$ cat src/rtl/mem_initiator_pkg.sv
// Shared definitions for the memory bus initiator and the ROM/RAM wrappers.
// Holds the FSM state encoding and the default bus widths used on the
// shared 16-bit-address / 8-bit-data memory bus.
package mem_initiator_pkg;

    // Default bus widths; the memory wrappers size their ports from these.
    localparam int BUS_ADDR_W = 16;
    localparam int BUS_DATA_W = 8;

    // Latency counter width; covers READ_LATENCY 1..7 without wrapping.
    localparam int LAT_CNT_W = 3;

    typedef enum logic [1:0] {
        IDLE   = 2'd0,
        ACCESS = 2'd1,
        RESP   = 2'd2
    } state_e;

    // True once the access has been held for the full read latency.
    function automatic logic lat_done(input logic [LAT_CNT_W-1:0] cnt,
                                      input logic [LAT_CNT_W-1:0] last);
        return cnt == last;
    endfunction

endpackage

$ cat src/rtl/mem_initiator.sv
// Memory bus initiator: accepts one read/write request at a time from the
// core, drives ena/addr/we/dout onto the shared memory bus, holds a read for
// READ_LATENCY+1 cycles, captures bus_din and returns it on the response
// channel. Writes produce no response.
//
// Optional build macro MEM_INITIATOR_WAIT_EN adds a bus_wait input that
// stretches the ACCESS phase (reads and writes) while it is high.
//
// All outputs are registers or decodes of the state register, so there is no
// combinational path from req_* / rsp_ready to any output.
module mem_initiator
    import mem_initiator_pkg::*;
#(
    parameter int ADDR_W       = BUS_ADDR_W,
    parameter int DATA_W       = BUS_DATA_W,
    parameter int READ_LATENCY = 1
) (
    input  logic              clka,
    input  logic              rsta,
    input  logic              req_valid,
    output logic              req_ready,
    input  logic              req_we,
    input  logic [ADDR_W-1:0] req_addr,
    input  logic [DATA_W-1:0] req_wdata,
    output logic              rsp_valid,
    input  logic              rsp_ready,
    output logic [DATA_W-1:0] rsp_rdata,
`ifdef MEM_INITIATOR_WAIT_EN
    input  logic              bus_wait,
`endif
    output logic              bus_ena,
    output logic              bus_we,
    output logic [ADDR_W-1:0] bus_addr,
    output logic [DATA_W-1:0] bus_dout,
    input  logic [DATA_W-1:0] bus_din
);

    // Counter value at which bus_din is valid and gets captured.
    localparam logic [LAT_CNT_W-1:0] LAT_LAST = LAT_CNT_W'(READ_LATENCY);

    state_e               state, state_nxt;
    logic [LAT_CNT_W-1:0] cnt, cnt_nxt;
    logic                 we_q;
    logic                 accept;
    logic                 capture;
    logic                 stall;

`ifdef MEM_INITIATOR_WAIT_EN
    assign stall = bus_wait;
`else
    assign stall = 1'b0;
`endif

    // Outputs decoded from the state register only.
    assign req_ready = (state == IDLE);
    assign rsp_valid = (state == RESP);
    assign bus_ena   = (state == ACCESS);
    assign bus_we    = (state == ACCESS) && we_q;

    // Next-state, counter and strobe decode; defaults hold everything.
    always_comb begin
        state_nxt = state;
        cnt_nxt   = cnt;
        accept    = 1'b0;
        capture   = 1'b0;
        case (state)
            IDLE: begin
                if (req_valid) begin
                    accept    = 1'b1;
                    cnt_nxt   = '0;
                    state_nxt = ACCESS;
                end
            end
            ACCESS: begin
                // A stalled access keeps ena/addr/we/dout and the counter frozen.
                if (!stall) begin
                    if (we_q) begin
                        state_nxt = IDLE;
                    end else if (lat_done(cnt, LAT_LAST)) begin
                        capture   = 1'b1;
                        state_nxt = RESP;
                    end else begin
                        cnt_nxt = cnt + 1'b1;
                    end
                end
            end
            RESP: begin
                // Return to IDLE only; a new request waits for the next cycle.
                if (rsp_ready) begin
                    state_nxt = IDLE;
                end
            end
            default: state_nxt = IDLE;
        endcase
    end

    // State register; reset abandons any access or pending response.
    always_ff @(posedge clka) begin
        if (rsta) begin
            state <= IDLE;
            cnt   <= '0;
        end else begin
            state <= state_nxt;
            cnt   <= cnt_nxt;
        end
    end

    // Request latch drives the bus directly; read data captured at the
    // end of the latency window (unmapped addresses pass through as-is).
    always_ff @(posedge clka) begin
        if (rsta) begin
            we_q      <= 1'b0;
            bus_addr  <= '0;
            bus_dout  <= '0;
            rsp_rdata <= '0;
        end else begin
            if (accept) begin
                we_q     <= req_we;
                bus_addr <= req_addr;
                bus_dout <= req_wdata;
            end
            if (capture) begin
                rsp_rdata <= bus_din;
            end
        end
    end

endmodule

$ cat config.mk
export PLATFORM = sky130hd
export DESIGN_NAME = mem_initiator
export DESIGN_NICKNAME = d
export VERILOG_FILES = /design/src/rtl/mem_initiator_pkg.sv /design/src/rtl/mem_initiator.sv
export SDC_FILE = /design/constraint.sdc
export NUM_CORES = 1
export LEC_CHECK = 0
export CAP_MARGIN = 20
export CORE_ASPECT_RATIO = 1.2
export CORE_MARGIN = 1
export CORE_UTILIZATION = 35
export CTS_CLUSTER_SIZE = 16
export DETAILED_ROUTE_END_ITERATION = 12
export PLACE_DENSITY = 0.78
export SYNTH_ARGS = -nofsm -noshare
export SYNTH_HDL_FRONTEND = slang
export SYNTH_SLANG_ARGS = --single-unit
$ cat constraint.sdc
create_clock -name clka -period 1.5 [get_ports clka]
set_input_delay 0.15 -clock clka [delete_from_list [all_inputs] [get_ports clka]]
set_output_delay 0.15 -clock clka [all_outputs]
set_load 0.02 [all_outputs]
==> impl_metrics.ini, run 1 <==
[power_and_ir_drop]
leakagePower_nw = 0.987
p_int_w = 0.00183
peakVddDrop_mv = 0.538
pwr-share-comb_pct = 20.3
total_power_w = 0.00242
power_switching_w = 0.000585
p_sw_share_pct = 24.2
p_per_area_nw_per_um2 = 994
seqPwrFrac_pct = 45.5
clkPwrFrac_pct = 34.3

[layout]
antenna_cells = 0
drive_above_1_share_pct = 11.1
fillers = 373
stdcell_count = 307
final_cell_mix = clkdlybuf4s50_1 (68), nand2_1 (52), dfxtp_1 (36)
syn2layout_area_growth_pct = 68.5
layout.nets = 291
final_common_cell = clkdlybuf4s50_1

[placed_design]
place_hpwl_mm = 2.51
dp_slack_ns = -0.0424
gp_congestion = 0.738
dp_cells = 297
io_buffers = 72

[setup_path]
r2r-start = cnt[1]
cp.arrival_ns = 1.29
startpoint_type = flip-flop
rr_worst_depth = 7
crit_fanout = 4
worstSetupPathType = flip-flop to output port
r2r_slack_ns = 0.07
end_kind = output port
r2r_end = rsp_rdata[7]
crit_required_ns = 1.35

[sta]
setup_viol = 0
maxSlewViolCount = 0
period_needed_ns = 1.44
relSlewSlack_pct = 77.2
fmax_ghz = 0.694
skew_ns = 0.00806
tightestPinTransition_ns = 0.337
fin_crit_sh_pct = 96.0
setup_slack_ns = 0.0599
hold_viol_final = 0

[route]
vias = 1372
topRoutingLayerUsed = met4
routed_wirelength_mm = 3.55
wl_met1_mm = 1.49
vias_per_cell = 4.47
route.met2.wl_mm = 1.77
drc_errors = 0
wl_per_cell_um = 11.5
drtIter0Drc = 32
dr_wl_met3_um = 230
drtPass1Iterations = 4
postRouteAntennaNets = 0

[logic_synthesis]
synth_top_area_cell = dfxtp_1
synth_fp_nets = 209
synth_warnings = 0
ys_ff_latch = 38
synth_cells = 170
syn_area_um2 = 1440
syn_avg_cell_area_um2 = 8.49
synth_area_leaders = dfxtp_1 (53%), nand2_1 (14%), a21oi_1 (9.4%)
seq_area_frac_synth_pct = 52.7
ys_types = 25
synth_edf_count = 0
ys.flop_type = dfxtp_1
synthArstFlopShare_pct = 0
synth_top_cell_area_share_pct = 52.7

[floorplan]
dieArea_um2 = 4380
die_h_um = 72.3
rows = 25
die_w_um = 60.6
start_util_pct = 36.6
coreArea_um2 = 3940
ios = 73

[cts]
cts_tree = built
cts_sinks = 38
path_clk_slew_ns = 0.07
cts_buffers = 5
htree_levels = 2
worst_skew_pair.late_latency_ns = 0.29
cts_hold_buffers = 0
cts-root-buf = clkbuf_8
clock_path_buffers = 2

[global_routing]
grt_pass1_vias = 1284
grt.overflow.total = 0
grt_pass1_wl_mm = 5.50
antenna_found_initial = 0
grt_max_degree = 26
grt_usage_pct = 16.4

[hold_path]
min-delay-start = req_wdata[1]
whs_path_depth = 3
hold_end = bus_dout[1]
holdCritPathClass = input pin to flip-flop

[job]
cap_violations = 0

[outcome]
status = completed
stage by stage:
stage	setup TNS (ns)	hold slack [ns]	utilization, %	instance area, um2
after global placement	0	0.441	57.8	2280
after global routing	-0.0119	0.424	61.7	2430
final	0	0.402	61.7	2430
after floorplan	0	0.286	-	1440
after detailed placement	-0.218	0.447	57.8	2280
after CTS	0	0.400	60.5	2380
layout make-up:
type / count / area (um2) / share of cell area (%)
Tap cell: 54 / 67.6 / 2.78
Timing Repair Buffer: 86 / 843 / 34.7
Clock inverter: 1 / 30.0 / 1.24
Sequential cell: 38 / 766 / 31.5
Multi-Input combinational cell: 119 / 641 / 26.4
Inverter: 2 / 7.51 / 0.309
Clock buffer: 7 / 76.3 / 3.14
registers in the layout, summed over array words and instances, names as in the netlist:
| name | flops |
|---|---|
| cnt | 3 |
| we_q | 1 |
| bus_dout | 8 |
| rsp_rdata | 8 |
| state | 2 |
| bus_addr | 16 |
worst max path at each step:
stage | start | cells after the start | slack, ns | endpoint
2_1_floorplan | state[1] | 6 | 0.03 | bus_addr[10]
3_3_place_gp | cnt[0] | 6 | 0.01 | rsp_rdata[1]
3_5_place_dp | cnt[0] | 6 | -0.04 | rsp_rdata[7]
4_1_cts | cnt[1] | 7 | 0.006 | rsp_rdata[7]
5_1_grt | cnt[1] | 7 | -0.01 | rsp_rdata[6]
6_report | state[0] | 3 | 0.06 | bus_we
routing by layer:
metal	GRT usage (%)	vias to the layer above
met5	0	-
met4	6.06	0
met3	4.28	6
met2	27.7	51
met1	19.5	600
li1	-	715
power groups by stage:
stage | sequential, W | combinational (W) | clock, W
after floorplan | 0.00117 | 0.000163 | 0
after global placement | 0.00112 | 0.000478 | 0
after detailed placement | 0.00112 | 0.000481 | 0
after CTS | 0.00110 | 0.000478 | 0.000846
after global routing | 0.00110 | 0.000533 | 0.000885
final | 0.00110 | 0.000490 | 0.000828
synthesized netlist by cell type, drive strengths merged, types with 2 or more instances:
cell type / n
mux2i: 8
ha: 2
a21oi: 27
buf: 5
nand2b: 3
nand2: 52
dfxtp: 38
inv: 2
nor2b: 3
clkbuf: 6
nor2: 13
critical path, stage by stage, from the launching register on:
cell	delay [ns]
dfxtp_1	0.36
nor2b_4	0.20
and2_1	0.13
dlygate4sd2_1	0.32
what timing repair did:
action,4_1_cts,5_1_grt
pin swaps,0,1
hold endpoints to repair,0,0
gates resized for setup,6,12
setup endpoints to repair,12,11
gates cloned,0,1
buffers inserted,0,1
kinds of logic (layout without fill, tap and decap cells):
| group | Yosys count | after routing | synth area share (%) |
|---|---|---|---|
| adder cells (fa/ha/maj) | 2 | 2 | 1.73 |
| AND/OR/NAND/NOR | 78 | 78 | 24.2 |
| multiplexers | 8 | 8 | 5.55 |
| buffers and inverters | 13 | 96 | 4.42 |
| flip-flops | 38 | 38 | 52.7 |
| AO/OA/AOI/OAI | 31 | 31 | 11.4 |
Note: power is estimated with default switching activity, not from simulation.
==> inputs of run 2 (changes only) <==
Settings changed: CELL_PAD_IN_SITES_DETAIL_PLACEMENT set to 2, CELL_PAD_IN_SITES_GLOBAL_PLACEMENT set to 2, CORE_UTILIZATION 35 to 19.
==> run 2 against run 1 <==
Compared with the run above:
- design area grew 1.3%
- combinational power increased by 0.8%
- clock skew down 0.0047 ns
- sequential power is essentially flat
- hold slack improved by 0.0013 ns
- global-route usage is 3.8 points lower
- non-clock buffer count decreased by 1
- register-to-register slack worse by 0.02 ns
- final cell count is 11% higher
- worst setup slack lost 0.012 ns
- critical path type is now flip-flop to flip-flop
- largest cell class unchanged
==> impl_metrics.ini, run 2 (synthesis results as in run 1) <==
[outcome]
status = completed

[cts]
cts-root-buf = clkbuf_8
worst_skew_pair.late_latency_ns = 0.29
cts_tree = built
htree_levels = 2
cts_buffers = 5
cts_sinks = 38
clock_path_buffers = 2
cts_hold_buffers = 0
path_clk_slew_ns = 0.08

[sta]
rsz0062_at_grt = yes
fin_crit_sh_pct = 96.8
setup_slack_ns = 0.0476
maxSlewViolCount = 0
hold_viol_final = 0
period_needed_ns = 1.45
setup_viol = 0
fmax_ghz = 0.689
holdWs_ns = 0.403
relSlewSlack_pct = 77.3
tightestPinTransition_ns = 0.336
skew_ns = 0.00334

[route]
wl_per_cell_um = 14.0
postRouteAntennaNets = 0
drc_errors = 0
vias = 1463
drtIter0Drc = 7
drtPass1Iterations = 2
vias_per_cell = 4.29
routed_wirelength_mm = 4.77

[global_routing]
grt_max_degree = 26
grt_usage_pct = 12.6
grt_pass1_wl_mm = 7.52
grt.overflow.total = 0
antenna_found_initial = 0
grt_pass1_vias = 1599

[placed_design]
dp_cells = 332
gp_congestion = 0.770
place_hpwl_mm = 3.36
dp_slack_ns = -0.0855
io_buffers = 72
place_area_um2 = 2310

[layout]
stdcell_count = 341
final_common_cell = clkdlybuf4s50_1
largest_register_ffs = 16
fillers = 834
layout.nets = 290
reg_top3 = bus_addr: 16 flops, bus_dout: 8 flops, rsp_rdata: 8 flops
largest-register = bus_addr
final_cell_mix = clkdlybuf4s50_1 (68), nand2_1 (52), dfxtp_1 (35)
drive_above_1_share_pct = 11.6
syn2layout_area_growth_pct = 70.8
finalInstanceArea_um2 = 2460
antenna_cells = 0

[setup_path]
crit_required_ns = 1.69
cp.arrival_ns = 1.64
end_kind = flip-flop
startpoint_type = flip-flop
r2r-start = cnt[1]
worstSetupPathType = flip-flop to flip-flop
r2r_slack_ns = 0.05
rr_worst_depth = 7
r2r_end = rsp_rdata[5]
crit_fanout = 4

[hold_path]
min-delay-start = req_wdata[4]
whs_path_depth = 3
hold_end = bus_dout[4]
holdCritPathClass = input pin to flip-flop

[floorplan]
ios = 73
start_util_pct = 19.7
dieArea_um2 = 7950
rows = 34
die_h_um = 97.5
die_w_um = 81.5
coreArea_um2 = 7320

[power_and_ir_drop]
peakVddDrop_mv = 0.413
p_per_area_nw_per_um2 = 1020
leakagePower_nw = 0.976

[job]
cap_violations = 0
-- run 2: timing repair --
action                                  CTS  global route
hold endpoints to repair                  0             0
buffers inserted                          0             1
pin swaps                                 0             1
cloned                                    1             0
endpoints found under the setup margin   12            10
gates resized for setup                  11             6
-- run 2: worst max-delay path by stage --
| stage | slack (ns) | to | startpoint |
|---|---|---|---|
| 3_5_place_dp | -0.09 | rsp_rdata[3] | cnt[1] |
| 2_1_floorplan | 0.03 | bus_addr[10] | state[1] |
| 6_report | 0.05 | rsp_rdata[5] | cnt[1] |
| 5_1_grt | -0.02 | rsp_rdata[4] | cnt[1] |
| 4_1_cts | 0.02 | rsp_rdata[0] | cnt[1] |
| 3_3_place_gp | 0.02 | rsp_rdata[3] | cnt[1] |
-- run 2: metrics by stage --
| stage | utilization (%) | TNS [ns] | power, W |
|---|---|---|---|
| after global routing | 33.7 | -0.0503 | 0.00264 |
| after CTS | 33.5 | 0 | 0.00254 |
| after detailed placement | 31.5 | -0.544 | 0.00161 |
| final | 33.7 | 0 | 0.00251 |
| after floorplan | - | 0 | 0.00134 |
| after global placement | 31.5 | 0 | 0.00160 |
-- run 2: layer usage --
layer  up-vias  wire length (um)  track usage (%)
met4         0                49             4.53
met1       698              1980             13.4
li1        709                 -                -
met5         -                 0                0
met3         5               287             3.85
met2        51              2450             22.7
-- run 2: power breakdown --
group          internal [W]  leakage [nW]  switching, W
sequential          0.00107         0.312     0.0000329
clock              0.000533        0.0573      0.000382
combinational      0.000258         0.607      0.000237
total               0.00186         0.976      0.000652
-- run 2: layout make-up --
| class | instances | area (um2) | share of cell area, % |
|---|---|---|---|
| well taps | 90 | 113 | 4.57 |
| clock inverters | 1 | 30.0 | 1.22 |
| multi-input cells | 119 | 647 | 26.3 |
| inverters | 2 | 7.51 | 0.305 |
| clock buffers | 6 | 82.6 | 3.35 |
| flip-flops and latches | 38 | 764 | 31.0 |
| repair buffers | 85 | 820 | 33.3 |
-- run 2: critical path: stages (launching register included) --
cell and delay, ns:
dfxtp_2 0.33, inv_2 0.07, ha_4 0.14, nand2b_4 0.06
or3b_4 0.39, buf_4 0.17, mux2i_1 0.14, nor2_1 0.05
==> inputs of run 3 (changes only) <==
Settings changed: GPL_TIMING_DRIVEN set to 0.
==> run 3 against run 2 <==
Compared with the run above:
- power shrank 1.4%
- design area is 0.91% higher
- largest power group unchanged
- highest routed layer unchanged
- register-to-register slack worse by 0.06 ns
- global-route usage grew 0.79 points
- the flow now finishes with violations (setup timing)
- first-iteration DRC count up 140%
- combinational power up 4%
- sequential share of layout area down 0.18 points
- sequential cell count unchanged
- core utilization is 0.31 points higher
- clock-buffer cell count increased by 1
- clock skew grew 0.0061 ns
- sequential power about the same
==> impl_metrics.ini, run 3 (synthesis results as in run 1) <==
[global_routing]
grt.overflow.total = 0
grt_pass1_vias = 1690
antenna_found_initial = 0
grt_usage_pct = 13.4
grt_max_degree = 12
grt_pass1_wl_mm = 8.12

[cts]
clock_path_buffers = 2
htree_levels = 2
cts_sinks = 38
cts_tree = built
worst_skew_pair.late_latency_ns = 0.29
cts_buffers = 5
path_clk_slew_ns = 0.08
cts-root-buf = clkbuf_8
cts_hold_buffers = 0

[hold_path]
min-delay-start = rsta
holdCritPathClass = input pin to flip-flop
whs_path_depth = 2
hold_end = rsp_rdata[4]

[sta]
rsz0062_at_grt = yes
tightestPinTransition_ns = 0.522
holdWs_ns = 0.243
fin_crit_sh_pct = 101
period_needed_ns = 1.51
skew_ns = 0.00941
fmax_ghz = 0.662
relSlewSlack_pct = 65.2
setup_slack_ns = -0.0103
hold_viol_final = 0
setup_viol = 1
maxSlewViolCount = 0

[setup_path]
crit_required_ns = 1.66
rr_worst_depth = 7
r2r_slack_ns = -0.01
startpoint_type = flip-flop
crit_fanout = 5
r2r_end = rsp_rdata[6]
end_kind = flip-flop
critPathMaxStageDelay_ns = 0.39
crit_slowest_cell = or3b_4
crit_family = simple AND/OR/NAND/NOR gates
path_buf_inv = 2
worstSetupPathType = flip-flop to flip-flop
r2r-start = cnt[1]
cp.arrival_ns = 1.67
cp_cell_sequence = inv_2 > ha_4 > nand2b_4 > or3b_4 > buf_6 > mux2i_2 > nor2_1

[floorplan]
ios = 73
coreArea_um2 = 7320
die_w_um = 81.5
dieArea_um2 = 7950
rows = 34
die_h_um = 97.5
start_util_pct = 19.7

[route]
drc_errors = 0
vias = 1477
postRouteAntennaNets = 0
vias_per_cell = 4.26
routed_wirelength_mm = 4.87
wl_per_cell_um = 14.0
drtIter0Drc = 17
drtPass1Iterations = 4

[placed_design]
gp_congestion = 0.717
dp_slack_ns = -0.491
place_area_um2 = 2270
place_hpwl_mm = 3.43
io_buffers = 71

[outcome]
status = finished, violations left
failed_checks = setup timing

[layout]
largest-register = bus_addr
final_common_cell = clkdlybuf4s50_1
antenna_cells = 0
final_cell_mix = clkdlybuf4s50_1 (67), nand2_1 (51), dfxtp_1 (35)
layout.nets = 295
drive_above_1_share_pct = 14.0
reg_top3 = bus_addr: 16 flops, bus_dout: 8 flops, rsp_rdata: 8 flops
largest_register_ffs = 16
finalInstanceArea_um2 = 2490
syn2layout_area_growth_pct = 72.3

[power_and_ir_drop]
p_per_area_nw_per_um2 = 994
leakagePower_nw = 0.978
peakVddDrop_mv = 0.442

[job]
cap_violations = 0
==> run 3: changes by cell type in the layout (fill, tap and decap cells not counted), sizes merged <==
| cell | change |
|---|---|
| clkbuf | +12 |
| clkdlybuf4s50 | -1 |
| buf | -2 |
| clkdlybuf4s15 | -2 |
| dlygate4sd2 | -1 |
==> run 3: worst max path at each step <==
stage / from / end / depth (start not counted)
after floorplan: state[1] / bus_addr[10] / 6
after global placement: req_valid / bus_addr[4] / 5
after detailed placement: req_valid / bus_addr[11] / 5
after CTS: cnt[1] / rsp_rdata[6] / 7
after global routing: cnt[1] / rsp_rdata[6] / 7
final: cnt[1] / rsp_rdata[6] / 7
==> run 3: what timing repair did <==
action / 4_1_cts / 5_1_grt
pin swaps: 3 / 2
gates cloned: 1 / 0
endpoints found under the setup margin: 34 / 34
gates resized for setup: 21 / 12
setup buffers: 6 / 2
==> run 3: routing by layer <==
layer,global-route usage (%),vias to the layer above,routed length (um),share of wire [%]
met5,0,-,0,0
met4,3.30,0,40,0.82
met3,4.04,4,298,6.1
met2,24.6,48,2590,53
met1,14.4,700,1940,40
li1,-,725,-,-
==> run 3: final cells by class <==
class,instances,area [um2]
Fill cell,848,4830
Sequential cell,38,767
Timing Repair Buffer,80,766
Multi-Input combinational cell,119,659
Tap cell,90,113
Clock buffer,7,76.3
Buffer,10,67.6
Clock inverter,1,30.0
Inverter,2,7.51
==> run 3: metrics by stage <==
| step | TNS, ns | std cells | power [W] | utilization, % |
|---|---|---|---|---|
| after floorplan | 0 | 170 | 0.00134 | - |
| after global placement | -7.90 | 331 | 0.00158 | 31.0 |
| after detailed placement | -11.56 | 331 | 0.00160 | 31.0 |
| after CTS | -0.0284 | 345 | 0.00251 | 33.7 |
| after global routing | -0.285 | 347 | 0.00261 | 34.0 |
| final | -0.0103 | 347 | 0.00247 | 34.0 |
==> run 3: worst register-to-register path: cells and delay by family (launching register included) <==
kind                     cells  cell delay [ns]
adder cells (fa/ha/maj)      1             0.14
buffers and inverters        2             0.22
flip-flops                   1             0.33
AND/OR/NAND/NOR              3             0.51
multiplexers                 1             0.19
==> run 3: power breakdown <==
part,leakage [nW],internal [W],switching [W]
combinational,0.614,0.000273,0.000241
clock,0.0524,0.000498,0.000360
sequential,0.312,0.00107,0.0000352
total,0.978,0.00184,0.000636
